### config.mk
export PLATFORM = sky130hd
export DESIGN_NAME = traffic_light_fsm_flat
export DESIGN_NICKNAME = d
export VERILOG_FILES = /design/src/rtl/traffic_pkg.sv /design/src/rtl/traffic_light_fsm_if.sv /design/src/rtl/traffic_light_fsm_light_decoder.sv /design/src/rtl/traffic_light_fsm.sv /design/src/flat_wrapper.sv
export SDC_FILE = /design/constraint.sdc
export NUM_CORES = 1
export LEC_CHECK = 0
export BUFFER_PORTS_ARGS = -buffer_cell sky130_fd_sc_hd__buf_4
export CORE_AREA = 2 2 39 41
export CTS_CLUSTER_SIZE = 8
export DETAILED_ROUTE_END_ITERATION = 12
export DIE_AREA = 0 0 41 43
export SYNTH_ARGS = -nofsm -noshare
export SYNTH_HDL_FRONTEND = slang
export SYNTH_SLANG_ARGS = --single-unit
### constraint.sdc
create_clock -name clk1 -period 1.89 [get_ports clk1]
set_input_delay 0.0945 -clock clk1 [delete_from_list [all_inputs] [get_ports clk1]]
set_output_delay 0.0945 -clock clk1 [all_outputs]
set_load 0.1 [all_outputs]
### src/rtl/traffic_pkg.sv
// traffic_pkg: state codes, light codes and period constants shared by the sequencer and its counter.
package traffic_pkg;
    typedef logic [2:0] state_t;
    typedef logic [2:0] light_t;
    localparam logic [2:0] NS_GREEN    = 3'd0;
    localparam logic [2:0] NS_YELLOW   = 3'd1;
    localparam logic [2:0] EW_GREEN    = 3'd2;
    localparam logic [2:0] EW_YELLOW   = 3'd3;
    localparam logic [2:0] NIGHT_FLASH = 3'd4;
    localparam logic [2:0] FAULT       = 3'd5;
    localparam light_t RED    = 3'b100;
    localparam light_t YELLOW = 3'b010;
    localparam light_t GREEN  = 3'b001;
    localparam light_t DARK   = 3'b000;
    localparam int GREEN_COUNT  = 25;
    localparam int PERIOD_COUNT = 30;
endpackage

### src/rtl/traffic_light_fsm_if.sv
// traffic_light_fsm_if: timeout/request inputs and light outputs; ped signals exist only with PED_WALK_EN.
interface traffic_light_fsm_if;
    import traffic_pkg::*;
    logic   timeout25;
    logic   timeout30;
    logic   night_mode;
    light_t ns_light;
    light_t ew_light;
    state_t phase;
    logic   fault;
`ifdef PED_WALK_EN
    logic   ped_req;
    logic   ped_walk;
    modport master (output timeout25, timeout30, night_mode, ped_req,
                    input ns_light, ew_light, phase, fault, ped_walk);
    modport slave (input timeout25, timeout30, night_mode, ped_req,
                   output ns_light, ew_light, phase, fault, ped_walk);
`else
    modport master (output timeout25, timeout30, night_mode,
                    input ns_light, ew_light, phase, fault);
    modport slave (input timeout25, timeout30, night_mode,
                   output ns_light, ew_light, phase, fault);
`endif
endinterface

### src/rtl/traffic_light_fsm_light_decoder.sv
// light_decoder: Moore decode of sequencer state and flash level into per-road one-hot lights.
module light_decoder
    import traffic_pkg::*;
(
    input  state_t state,
    input  logic   blink,
    output light_t ns_light,
    output light_t ew_light
);
    light_t flash;
    always_comb begin
        flash    = blink ? YELLOW : DARK;
        ns_light = state == NS_GREEN    ? GREEN  :
                   state == NS_YELLOW   ? YELLOW :
                   state == NIGHT_FLASH ? flash  : RED;
        ew_light = state == EW_GREEN    ? GREEN  :
                   state == EW_YELLOW   ? YELLOW :
                   state == NIGHT_FLASH ? flash  : RED;
    end
endmodule

### src/rtl/traffic_light_fsm.sv
// traffic_light_fsm: NS/EW phase sequencer driven by counter timeouts, with night flash and sticky fault.
// Optional pedestrian walk phase across EW is enabled by defining PED_WALK_EN.
module traffic_light_fsm
    import traffic_pkg::*;
#(
    parameter logic START_EW       = 1'b0,
    parameter logic NIGHT_BLINK_ON = 1'b1
)(
    input logic clk1,
    input logic rst,
    traffic_light_fsm_if.slave bus
);
    state_t state, state_next;
    logic   blink, fault_q, t25, t30, night;
    always_comb begin
        t25   = bus.timeout25;
        t30   = bus.timeout30;
        night = bus.night_mode;
        state_next = (t25 && t30)            ? FAULT :
                     state == NS_GREEN       ? (t30 ? FAULT : t25 ? NS_YELLOW : NS_GREEN) :
                     state == NS_YELLOW      ? (t25 ? FAULT : t30 ? (night ? NIGHT_FLASH : EW_GREEN) : NS_YELLOW) :
                     state == EW_GREEN       ? (t30 ? FAULT : t25 ? EW_YELLOW : EW_GREEN) :
                     state == EW_YELLOW      ? (t25 ? FAULT : t30 ? (night ? NIGHT_FLASH : NS_GREEN) : EW_YELLOW) :
                     state == NIGHT_FLASH    ? ((t30 && !night) ? NS_GREEN : NIGHT_FLASH) : FAULT;
    end
    always_ff @(posedge clk1) begin
        if (rst) begin
            state   <= START_EW ? EW_GREEN : NS_GREEN;
            blink   <= NIGHT_BLINK_ON;
            fault_q <= 1'b0;
        end else begin
            state   <= state_next;
            fault_q <= fault_q | (state_next == FAULT);
            // entry always restarts the flash at its configured level
            if (state_next == NIGHT_FLASH)
                blink <= (state != NIGHT_FLASH) ? NIGHT_BLINK_ON : (t30 ? ~blink : blink);
        end
    end
    light_decoder u_dec (
        .state    (state),
        .blink    (blink),
        .ns_light (bus.ns_light),
        .ew_light (bus.ew_light)
    );
    assign bus.phase = state;
    assign bus.fault = fault_q;
`ifdef PED_WALK_EN
    logic ped_pending, walk, entering;
    assign entering = (state_next == NS_GREEN) && (state != NS_GREEN);
    always_ff @(posedge clk1) begin
        if (rst) begin
            ped_pending <= 1'b0;
            walk        <= 1'b0;
        end else begin
            ped_pending <= (state_next == FAULT || entering) ? 1'b0 : (ped_pending | bus.ped_req);
            walk        <= entering ? (ped_pending | bus.ped_req) : (walk && state_next == NS_GREEN);
        end
    end
    assign bus.ped_walk = walk;
`endif
endmodule
### src/flat_wrapper.sv
// flat-port wrapper written by rule: the top's interface ports become plain ports
module traffic_light_fsm_flat import traffic_pkg::*;
#(
    parameter logic START_EW       = 1'b0,
    parameter logic NIGHT_BLINK_ON = 1'b1
)
  (clk1, rst, bus_timeout25, bus_timeout30, bus_night_mode, bus_ns_light, bus_ew_light, bus_phase, bus_fault);
  traffic_light_fsm_if bus_i ();
  input logic clk1;
  input logic rst;
  input wire logic [$bits(bus_i.timeout25)-1:0] bus_timeout25;
  input wire logic [$bits(bus_i.timeout30)-1:0] bus_timeout30;
  input wire logic [$bits(bus_i.night_mode)-1:0] bus_night_mode;
  output wire logic [$bits(bus_i.ns_light)-1:0] bus_ns_light;
  output wire logic [$bits(bus_i.ew_light)-1:0] bus_ew_light;
  output wire logic [$bits(bus_i.phase)-1:0] bus_phase;
  output wire logic [$bits(bus_i.fault)-1:0] bus_fault;
  assign bus_i.timeout25 = bus_timeout25;
  assign bus_i.timeout30 = bus_timeout30;
  assign bus_i.night_mode = bus_night_mode;
  assign bus_ns_light = bus_i.ns_light;
  assign bus_ew_light = bus_i.ew_light;
  assign bus_phase = bus_i.phase;
  assign bus_fault = bus_i.fault;
  traffic_light_fsm #(.START_EW(START_EW), .NIGHT_BLINK_ON(NIGHT_BLINK_ON)) u_core (.clk1(clk1), .rst(rst), .bus(bus_i));
endmodule
* Word-level counts from Yosys, hierarchy flattened *
Index checks and enable logic that the tools add are counted.

word-level totals
  bits in registers = 5
  latch bits = 0
  RAM bits = 0
  ROM bits = 0
  bits of input ports = 5
  output and inout port bits = 10
  word-level logic and storage cells = 43
  memories = 0

cells by class
  $add $sub $neg = 0
  $mul = 0
  div/mod/pow operators = 0
  $lt $le $gt $ge = 0
  eq/ne operators = 7
  shift operators = 0
  multiplexer cells = 25
  bitwise operators = 2
  reduce and logical (&&, ||, !) cells = 6

operators with widths
  cell                                                                   number
  3-bit 2-to-1 mux                                                       20
  3-bit equality test, second input constant                             3
  3-bit by 2-bit equality test with 1-bit output, second input constant  2
  1-bit 2-to-1 mux                                                       4
  3-bit by 1-bit equality test with 1-bit output, second input constant  1
  3-bit logical NOT                                                      1
  3-bit != test, second input constant                                   1
  1-bit logical AND                                                      2
  2-bit 2-to-1 mux                                                       1
  2-bit AND reduction                                                    1
  2-bit nonzero test                                                     1
  1-bit logical NOT                                                      1
  1-bit NOT                                                              1
  1-bit OR                                                               1

* Logic depth before layout (Yosys ltp) *
Gate-level depths: netlist of the first run.

  depth after elaboration = 11
  mapped depth = 4
  gate-level depth less buffers = 3

* By module *
A second synthesis of the first run with hierarchy kept.

second synthesis, totals
  cell total of the unflattened synthesis = 43
  area total of the unflattened synthesis = 352.8 um^2

modules (own cells, without submodules)
  module             instances  cells each  area each (um^2)  seq. area each (um^2)
  traffic_light_fsm  1          33          281.5             100.1
  light_decoder      1          10          71.3              0.0

* Least setup slack after synthesis of the first run *
No wires, ideal clock.

  path kind = reg2out
  start = reg u_core.state[2], in the netlist u_core.bus.phase[2]
  end = out bus_ns_light[0]
  arrival time = 3.051 ns
  data required time = 1.796 ns
  setup slack = -1.256 ns
  cell stages (with the launch flop) = 3
  path buffers = 1
  cells stage by stage = dfxtp_1 > buf_4 > nor3_1

between the ends
  cells in the longest elaborated chain, start to end = 4
  elaborated cells between the ends (all ways) = 6
  classes of those cells = eq/ne (2); mux (3); reduce/logical (1)

RTL lines
  element                   line                                   text
  start: declaration        traffic_light_fsm.sv:13                state_t state, state_next;
  start signal: assignment  traffic_light_fsm.sv:28                state <= START_EW ? EW_GREEN : NS_GREEN;
  start signal: assignment  traffic_light_fsm.sv:32                state <= state_next;
  3-bit equality test       traffic_light_fsm_light_decoder.sv:15  state == NIGHT_FLASH ? flash : RED;
  3-bit 2-to-1 mux          traffic_light_fsm_light_decoder.sv:15
  3-bit 2-to-1 mux          traffic_light_fsm_light_decoder.sv:14  state == NS_YELLOW ? YELLOW :
  3-bit 2-to-1 mux (*)      traffic_light_fsm_light_decoder.sv:13  ns_light = state == NS_GREEN ? GREEN :
  end: declaration          flat_wrapper.sv:14                     output wire logic [$bits(bus_i.ns_light)-1:0] bus_ns_light;

Mark *: on every way between the ends. The rest lies on a longest branch, timed or not.

* Worst setup path after layout of the first run *
  start = reg u_core.state[1], in the netlist u_core.bus.phase[1]
  end = out bus_ew_light[1]

between the ends
  cells in the longest elaborated chain, start to end = 4
  elaborated cells between the ends (all ways) = 6
  classes of those cells = eq/ne (3); mux (3)

RTL lines
  element               line                                   text
  3-bit equality test   traffic_light_fsm_light_decoder.sv:18  state == NIGHT_FLASH ? flash : RED;
  3-bit 2-to-1 mux      traffic_light_fsm_light_decoder.sv:18
  3-bit 2-to-1 mux      traffic_light_fsm_light_decoder.sv:17  state == EW_YELLOW ? YELLOW :
  3-bit 2-to-1 mux (*)  traffic_light_fsm_light_decoder.sv:16  ew_light = state == EW_GREEN ? GREEN :
  end: declaration      flat_wrapper.sv:15                     output wire logic [$bits(bus_i.ew_light)-1:0] bus_ew_light;

Marked as above.

==> qor.yml, run 1 <==
routing:
  via_count: 418
  drt_wl_total_um: 966
  postRouteAntennaNets: 0
  drtIter0Drc: 6
  drc: 0
  dr.pass1.iters: 4
  avgViaCountPerCell: 5.36
  detail_route.wl_per_cell_um: 12.4
yosys:
  synthFlopType: "dfxtp_1"
  yosys.cell_types.count: 32
  synth_edf_count: 0
  syn_inst: 47
  ys_seq_area_share_pct: 25.6
  async_flop_share_pct: 0
  yosys-top-cells-area: "dfxtp_1, buf_6, a21oi_1, and2b_1, nand2b_1"
  synth_top_area_cell: "dfxtp_1"
  netlist.area_leader.share_pct: 25.6
  syn_avg_cell_area_um2: 8.31
  ys_ff_latch: 5
  synth_area_um2: 390
  syn_nets: 52
  synth_warnings: 0
die:
  die_width_um: 41
  pin_count: 15
  die_h_um: 43
  initial_core_util_pct: 28.2
  core_mm2: 0.00138
  die_area_mm2: 0.00176
  rows: 14
power:
  comb_power_share_pct: 53.3
  p_int_uw: 274
  p_clk_share_pct: 21.8
  switching_share_pct: 52.8
  p_leak_nw: 0.241
  switchingPower_uw: 307
  p_per_area_mw_per_mm2: 1050
  vdd_drop_max_mv: 0.339
  pwr-share-seq_pct: 24.9
worst_setup_path:
  cp.depth: 3
  max_stage_delay_ns: 0.48
  endpoint_kind: "primary output"
  timing.rr.start: "u_core.bus.phase[2]$_SDFF_PP0_"
  path_cells: "nor2b_1 > a22o_2 > buf_4"
  cp_max_fo: 14
  cpMaxStageDelayCell: "dfxtp_2"
  worstSetupStartpoint: "u_core.bus.phase[1]$_SDFF_PP0_"
  ff2ff_path_depth: 3
  reg2reg_slack_ns: 0.65
  cp_num_buf_inv: 1
  reg2reg_to: "u_core.bus.phase[0]$_SDFF_PP0_"
  crit_family: "flip-flops"
  crit_arrival_ns: 1.53
  crit_required_ns: 1.80
  crit_type: "flop to primary output"
  cp-start-kind: "flop"
global_route:
  overflow: 0
  grt_max_degree: 17
  grt_pass1_wl_um: 1600
  antenna_found_initial: 0
  grt_pass1_vias: 380
  grt_util_all_layers_pct: 14.1
cts:
  clk_transition_reported_paths_ns: 0.04
  cts-htree-levels: 1
  cts_setup_buffers: 0
  cts_hold_buf: 0
  post_cts_resized: 0
  clock_latency_ns: 0.25
  cts_root_buffer: "clkbuf_4"
  cts_sinks: 5
  clk_path_buf_depth: 2
  numCtsBuffers: 3
  cts_tree: "done"
timing:
  hold_viol: 0
  fmax_mhz: 616
  fin_crit_sh_pct: 85.9
  rsz0062_at_grt: "false"
  setup_tns_ns: 0
  setup_viol: 0
  min_period_ns: 1.62
  finalClockSkew_ns: 0.00179
  whs_ns: 0.0552
  slew-limit-headroom_pct: 79.2
  slew_viol_final: 0
  worst_pin_slew_ns: 0.311
final_layout:
  syn_to_final_growth_pct: 41.3
  fin_util_pct: 39.9
  finalInstanceArea_um2: 552
  antenna_cells: 0
  fin_nets: 68
  drive_gt1_share_pct: 45.2
place:
  hpwl_um: 702
  numPortBuffers: 14
  place_congestion: 0.664
  place_area_um2: 526
worst_hold_path:
  min_path_cells: 2
  worstHoldEndpoint: "u_core.bus.phase[2]$_SDFF_PP0_"
  hp-start: "rst"
  hp-class: "input pin to flop"
job:
  drv_cap: 0
status:
  outcome: "finished, final reports clean"
[cell usage in the layout (no fill, tap or decap), types with 2 or more instances in the layout]
cell type	instances
dfxtp_2	3
buf_4	14
nand2b_1	2
inv_1	3
and2b_1	2
clkbuf_4	3
a21oi_4	2
nor2_1	3
o21ai_0	2
nand2_1	2
dfxtp_1	2
[how the worst max path moves through the flow]
| stage | end | slack [ns] |
|---|---|---|
| floorplan | bus_ew_light[1] | 0.11 |
| global placement | bus_ew_light[1] | 0.54 |
| detailed placement | bus_ew_light[1] | 0.52 |
| CTS | bus_ew_light[1] | 0.25 |
| global route | bus_ew_light[1] | 0.17 |
| finish | bus_ew_light[1] | 0.27 |
[layer usage]
metal	wire [um]	vias to the layer above	track usage (%)
met5	0	-	0
met4	56	0	14.0
met3	29	5	3.14
met2	452	11	20.6
met1	428	197	15.2
li1	-	205	-
[cells by family (layout without fill, tap and decap cells)]
group                  Yosys count  count (layout)  share of synthesized area, %
AND/OR/NAND/NOR                 17              17                          27.2
AO/OA/AOI/OAI                   18              18                          33.7
flip-flops                       5               5                          25.6
multiplexers                     1               1                          2.88
buffers and inverters            6              21                          10.6
[per-stage QoR]
| stage | worst slack, ns | std cells | power (mW) |
|---|---|---|---|
| floorplan | 0.107 | 47 | 0.406 |
| global placement | 0.540 | 74 | 0.457 |
| detailed placement | 0.518 | 74 | 0.458 |
| CTS | 0.248 | 78 | 0.588 |
| global route | 0.172 | 78 | 0.615 |
| finish | 0.266 | 78 | 0.581 |
[state kept, by name, summed over array words and instances (netlist names)]
name	cells
u_core.blink	1
u_core.bus.fault	1
u_core.bus.phase	3
[Yosys cell counts (all sizes together) (2+ instances only)]
| cell | n |
|---|---|
| nand2 | 2 |
| inv | 3 |
| nand2b | 2 |
| nor2 | 3 |
| a21oi | 4 |
| buf | 3 |
| o21ai | 2 |
| dfxtp | 5 |
| and2b | 2 |
[power groups by stage]
stage / combinational [mW] / sequential (mW) / clock (mW)
after global placement: 0.310 / 0.147 / 0
after detailed placement: 0.311 / 0.147 / 0
after CTS: 0.311 / 0.145 / 0.132
final: 0.310 / 0.145 / 0.126
after global routing: 0.322 / 0.148 / 0.145
after floorplan: 0.216 / 0.190 / 0
[cell type report]
type	instances	area (um^2)
Tap cell	16	20.0
Timing Repair Buffer	14	105
Inverter	3	11.3
Sequential cell	5	104
Multi-Input combinational cell	36	285
Clock buffer	4	26.3
Fill cell	140	832
(Power assumes the default switching activity.)
==> run 2: changes to the inputs <==
Settings changed: GPL_TIMING_DRIVEN set to 0, SKIP_LAST_GASP set to 1, TNS_END_PERCENT set to 20.
==> run 2 against run 1 <==
  * Worst hold slack better by 0.0054 ns
  * Setup slack got worse by 0.084 ns
  * Combinational power increased by 9.4%
  * Flip-flop and latch count unchanged
  * Register-to-register slack better by 0.07 ns
  * Final area up 4.8%
  * First-iteration DRC count increased by 67%
  * Routed wire length increased by 7.3%
  * Fmax shrank 4.9%
  * Global-route usage shrank 1.2 points
==> qor.yml, run 2 (synthesized netlist as in run 1, its figures left out) <==
final_layout:
  syn_to_final_growth_pct: 48.1  # was 41.3%
  drive_gt1_share_pct: 43.1  # was 45.2%
  fin_nets: 71  # was 68
  antenna_cells: 0  # unchanged
  layout.cells.most_common_list: "buf_4, dfxtp_1, inv_1, nor2_1, clkbuf_4"  # was buf_4, inv_1, nor2_1, clkbuf_4, dfxtp_2
  final_common_cell: "buf_4"  # unchanged
  largest_reg_flops: 3  # unchanged
timing:
  setup_tns_ns: 0  # unchanged
  worst_pin_slew_ns: 0.328  # was 0.311 ns
  hold_viol: 0  # unchanged
  whs_ns: 0.0606  # was 0.0552 ns
  finalClockSkew_ns: 0.000738  # was 0.00179 ns
  fin_crit_sh_pct: 90.4  # was 85.9%
  slew_viol_final: 0  # unchanged
  min_period_ns: 1.71  # was 1.62 ns
  rsz0062_at_grt: "false"  # unchanged
  fmax_mhz: 585  # was 616 MHz
  slew-limit-headroom_pct: 78.1  # was 79.2%
  setup_viol: 0  # unchanged
cts:
  post_cts_resized: 0  # unchanged
  cts_tree: "done"  # unchanged
  cts_sinks: 5  # unchanged
  numCtsBuffers: 3  # unchanged
  clk_path_buf_depth: 2  # unchanged
  cts_hold_buf: 0  # unchanged
  cts_root_buffer: "clkbuf_4"  # unchanged
  cts-htree-levels: 1  # unchanged
  clk_transition_reported_paths_ns: 0.05  # was 0.04 ns
  clock_latency_ns: 0.24  # was 0.25 ns
  cts_setup_buffers: 0  # unchanged
routing:
  dr.pass1.iters: 4  # unchanged
  drc: 0  # unchanged
  detail_route.wl_per_cell_um: 12.8  # was 12.4 um
  postRouteAntennaNets: 0  # unchanged
  avgViaCountPerCell: 5.35  # was 5.36
  drt_wl_total_um: 1040  # was 966 um
  via_count: 433  # was 418
  drtIter0Drc: 10  # was 6
power:
  switching_share_pct: 52.6  # was 52.8%
  pwr-share-seq_pct: 21.4  # was 24.9%
  vdd_drop_max_mv: 0.301  # was 0.339 mV
  p_int_uw: 282  # was 274 uW
  comb_power_share_pct: 56.9  # was 53.3%
  p_per_area_mw_per_mm2: 1030  # was 1050 mW/mm^2
  p_clk_share_pct: 21.6  # was 21.8%
  switchingPower_uw: 313  # was 307 uW
  p_leak_nw: 0.258  # was 0.241 nW
die:
  rows: 14  # unchanged
  core_mm2: 0.00138  # unchanged
  initial_core_util_pct: 28.2  # unchanged
  die_h_um: 43  # unchanged
  pin_count: 15  # unchanged
  die_area_mm2: 0.00176  # unchanged
  die_width_um: 41  # unchanged
global_route:
  grt_pass1_wl_um: 1590  # was 1600 um
  grt_max_degree: 11  # was 17
  grt_pass1_vias: 365  # was 380
  top_usage_layer: "met2"  # unchanged
  overflow: 0  # unchanged
  grtUsageMet2_pct: 19.7  # was 20.6%
  use_met1_pct: 17.9  # was 15.2%
  antenna_found_initial: 0  # unchanged
  grt_util_all_layers_pct: 12.8  # was 14.1%
  use_met3_pct: 0  # was 3.14%
worst_setup_path:
  timing.rr.start: "u_core.bus.phase[1]$_SDFF_PP0_"  # was u_core.bus.phase[2]$_SDFF_PP0_
  cp_max_fo: 10  # was 14
  crit_family: "buffers and inverters"  # was flip-flops
  endpoint_kind: "primary output"  # unchanged
  cp_num_buf_inv: 2  # was 1
  worstSetupStartpoint: "u_core.bus.phase[1]$_SDFF_PP0_"  # unchanged
  crit_type: "flop to primary output"  # unchanged
  max_stage_delay_ns: 0.42  # was 0.48 ns
  reg2reg_slack_ns: 0.72  # was 0.65 ns
  cp-start-kind: "flop"  # unchanged
  path_cells: "buf_6 > nor2b_1 > a22o_2 > buf_4"  # was nor2b_1 > a22o_2 > buf_4
  cpMaxStageDelayCell: "dfxtp_1"  # was dfxtp_2
  crit_required_ns: 1.80  # about the same
  crit_arrival_ns: 1.61  # was 1.53 ns
place:
  place_congestion: 0.780  # was 0.664
  numPortBuffers: 14  # unchanged
  hpwl_um: 747  # was 702 um
job:
  drv_cap: 0  # unchanged
status:
  outcome: "finished, final reports clean"  # unchanged
worst_hold_path:
  hp-start: "rst"  # unchanged
  hp-class: "input pin to flop"  # unchanged
run 2: power groups by stage:
stage	combinational [mW]	clock (mW)	sequential, mW
floorplan	0.216	0	0.189
global placement	0.339	0	0.130
detailed placement	0.340	0	0.130
CTS	0.340	0.128	0.128
global route	0.356	0.134	0.129
finish	0.339	0.129	0.128
run 2: final timing paths:
path         depth (start not counted)                              to
max reg2reg                          4     u_core.bus.fault$_SDFF_PP0_
min                                  2  u_core.bus.phase[2]$_SDFF_PP0_
max                                  4                 bus_ew_light[1]
min reg2reg                          2     u_core.bus.fault$_SDFF_PP0_
run 2: per-stage QoR:
stage | power (mW) | area [um^2] | util (%) | setup WS (ns) | cells
after floorplan | 0.405 | 427 | - | -0.241 | 47
after global placement | 0.469 | 552 | 39.9 | 0.439 | 77
after detailed placement | 0.469 | 552 | 39.9 | 0.439 | 77
after CTS | 0.596 | 578 | 41.8 | 0.182 | 81
after global routing | 0.618 | 578 | 41.8 | 0.136 | 81
final | 0.595 | 578 | 41.8 | 0.182 | 81
run 2: cell type report:
class	count	area, um^2
Fill cell	146	806
Multi-Input combinational cell	36	285
Timing Repair Buffer	14	105
Sequential cell	5	100
Buffer	3	30.0
Clock buffer	4	26.3
Tap cell	16	20.0
Inverter	3	11.3
run 2: per-layer routing:
metal  wire [um]  vias to the layer above
li1            -                      215
met1         470                      203
met2         512                       15
met3          54                        0
met4           0                        0
met5           0                        -
==> run 3: changes to the inputs <==
==> constraint.sdc (replaced) <==
create_clock -name clk1 -period 1.89 [get_ports clk1]
set_input_delay 0 -clock clk1 [delete_from_list [all_inputs] [get_ports clk1]]
set_output_delay 0 -clock clk1 [all_outputs]
set_load 0.1 [all_outputs]
==> run 3 against run 2 <==
  * Critical path depth did not move
  * Worst hold slack improved by 0.047 ns
  * Count of clock-buffer cells in the layout unchanged
  * Clock skew about the same
  * Setup slack improved by 0.10 ns
  * Sequential power barely moved
  * Sequential share of layout area shrank 0.29 points
  * Clock power about the same
  * Fmax rose by 6.4%
  * Routed wire length up 0.29%
  * Critical endpoint unchanged
  * Global-route usage unchanged
==> qor.yml, run 3 (synthesized netlist as in run 1, its figures left out) <==
status:
  outcome: "finished, final reports clean"  # unchanged
cts:
  cts_tree: "done"  # unchanged
  numCtsBuffers: 3  # unchanged
  clk_transition_reported_paths_ns: 0.05  # about the same
  cts_root_buffer: "clkbuf_4"  # unchanged
  clock_latency_ns: 0.24  # about the same
  cts-htree-levels: 1  # unchanged
  cts_setup_buffers: 0  # unchanged
  clk_path_buf_depth: 2  # unchanged
  cts_sinks: 5  # unchanged
worst_setup_path:
  cp_num_buf_inv: 2  # unchanged
  crit_family: "buffers and inverters"  # unchanged
  cpMaxStageDelayCell: "dfxtp_1"  # unchanged
  crit_arrival_ns: 1.61  # about the same
  ff2ff_path_depth: 3  # was 4
  path_cells: "buf_6 > nor2b_1 > a22o_2 > buf_4"  # unchanged
  crit_type: "flop to primary output"  # unchanged
  cp.depth: 4  # unchanged
  crit_required_ns: 1.89  # was 1.80 ns
  cp_max_fo: 10  # unchanged
  cp-start-kind: "flop"  # unchanged
  endpoint_kind: "primary output"  # unchanged
  max_stage_delay_ns: 0.41  # was 0.42 ns
timing:
  slew_viol_final: 0  # unchanged
  hold_viol: 0  # unchanged
  min_period_ns: 1.61  # was 1.71 ns
  finalClockSkew_ns: 0.00117  # was 0.000738 ns
  slew-limit-headroom_pct: 78.1  # unchanged
  fin_crit_sh_pct: 84.9  # was 90.4%
  fmax_mhz: 623  # was 585 MHz
  setup_viol: 0  # unchanged
  worst_pin_slew_ns: 0.328  # about the same
  rsz0062_at_grt: "false"  # unchanged
die:
  die_h_um: 43  # unchanged
  die_area_mm2: 0.00176  # unchanged
  die_width_um: 41  # unchanged
  pin_count: 15  # unchanged
  initial_core_util_pct: 28.2  # unchanged
  core_mm2: 0.00138  # unchanged
  rows: 14  # unchanged
routing:
  dr.pass1.iters: 4  # unchanged
  detail_route.wl_per_cell_um: 12.7  # was 12.8 um
  avgViaCountPerCell: 5.32  # was 5.35
  drtIter0Drc: 10  # unchanged
  drt_wl_total_um: 1040  # about the same
  postRouteAntennaNets: 0  # unchanged
  drc: 0  # unchanged
  via_count: 436  # was 433
final_layout:
  syn_to_final_growth_pct: 50.6  # was 48.1%
  drive_gt1_share_pct: 42.4  # was 43.1%
  final_common_cell: "buf_4"  # unchanged
  largest_reg_flops: 3  # unchanged
  fin_util_pct: 42.5  # was 41.8%
  nFillCells: 143  # was 146
  antenna_cells: 0  # unchanged
  fin_nets: 72  # was 71
  layout.cells.most_common_list: "buf_4, dfxtp_1, inv_1, nor2_1, clkbuf_4"  # unchanged
power:
  finalPower_uw: 597  # was 595 uW
  p_clk_share_pct: 21.6  # about the same
  switching_share_pct: 52.5  # was 52.6%
  p_per_area_mw_per_mm2: 1020  # was 1030 mW/mm^2
  pwr-share-seq_pct: 21.4  # about the same
  comb_power_share_pct: 57.0  # was 56.9%
  switchingPower_uw: 314  # was 313 uW
  p_leak_nw: 0.262  # was 0.258 nW
  vdd_drop_max_mv: 0.306  # was 0.301 mV
  p_int_uw: 284  # was 282 uW
global_route:
  top_usage_layer: "met2"  # unchanged
  grt_pass1_wl_um: 1590  # unchanged
  antenna_found_initial: 0  # unchanged
  grt_pass1_vias: 365  # unchanged
  grtUsageMet2_pct: 19.7  # unchanged
  use_met1_pct: 17.9  # unchanged
  overflow: 0  # unchanged
  grt_max_degree: 11  # unchanged
  use_met3_pct: 0  # unchanged
  grt_util_all_layers_pct: 12.8  # unchanged
place:
  hpwl_um: 747  # unchanged
  place_congestion: 0.780  # unchanged
  numPortBuffers: 14  # unchanged
worst_hold_path:
  min_path_cells: 3  # was 2
  hp-class: "input pin to flop"  # unchanged
job:
  drv_cap: 0  # unchanged
==> run 3: changes by cell type in the layout (fill, tap and decap cells not counted) <==
cell | before | now
dlygate4sd3_1 | 0 | 1
==> run 3: metal layers <==
metal	vias to the layer above	wire length, um
met2	20	499
met4	0	0
met3	0	65
met5	-	0
li1	218	-
met1	198	474
==> run 3: worst min-delay path: cells and delay by family <==
family                 cells  cell delay (ns)
AO/OA/AOI/OAI              2             0.18
buffers and inverters      1             0.13
==> run 3: area by class of cell <==
| cell class | count | area (um^2) | share of cell area [%] |
|---|---|---|---|
| well taps | 16 | 20.0 | 3.40 |
| clock buffers | 4 | 26.3 | 4.47 |
| flip-flops and latches | 5 | 100 | 17.0 |
| repair buffers | 15 | 115 | 19.6 |
| plain buffers | 3 | 30.0 | 5.11 |
| inverters | 3 | 11.3 | 1.91 |
| multi-input cells | 36 | 285 | 48.5 |
==> run 3: timing repair <==
| item | 4_1_cts | 5_1_grt |
|---|---|---|
| endpoints found under the hold margin | 2 | 0 |
| hold buffers | 1 | 0 |
| resized for setup | 0 | 0 |
==> run 3: power by group through the flow <==
stage                     combinational (mW)  sequential, mW  clock [mW]
final                                  0.341           0.128       0.129
after global routing                   0.358           0.129       0.134
after CTS                              0.342           0.128       0.128
after detailed placement               0.340           0.130           0
after global placement                 0.339           0.130           0
after floorplan                        0.216           0.189           0
==> run 3: worst paths after layout <==
check                                               startpoint  slack (ns)                              to
worst max-delay path            u_core.bus.phase[1]$_SDFF_PP0_        0.28                 bus_ew_light[1]
worst min-delay path                             bus_timeout25        0.11  u_core.bus.phase[0]$_SDFF_PP0_
worst max register to register  u_core.bus.phase[2]$_SDFF_PP0_        0.72  u_core.bus.phase[0]$_SDFF_PP0_
worst min register to register     u_core.bus.fault$_SDFF_PP0_        0.46     u_core.bus.fault$_SDFF_PP0_
==> run 3: through the flow <==
| stage | setup TNS [ns] | cells | cell area (um^2) | hold slack, ns | worst slack, ns |
|---|---|---|---|---|---|
| global placement | 0 | 77 | 552 | 0.218 | 0.534 |
| floorplan | -0.570 | 47 | 427 | 0.0694 | -0.147 |
| detailed placement | 0 | 77 | 552 | 0.220 | 0.533 |
| CTS | 0 | 82 | 588 | 0.108 | 0.277 |
| finish | 0 | 82 | 588 | 0.108 | 0.285 |
| global route | 0 | 82 | 588 | 0.131 | 0.230 |
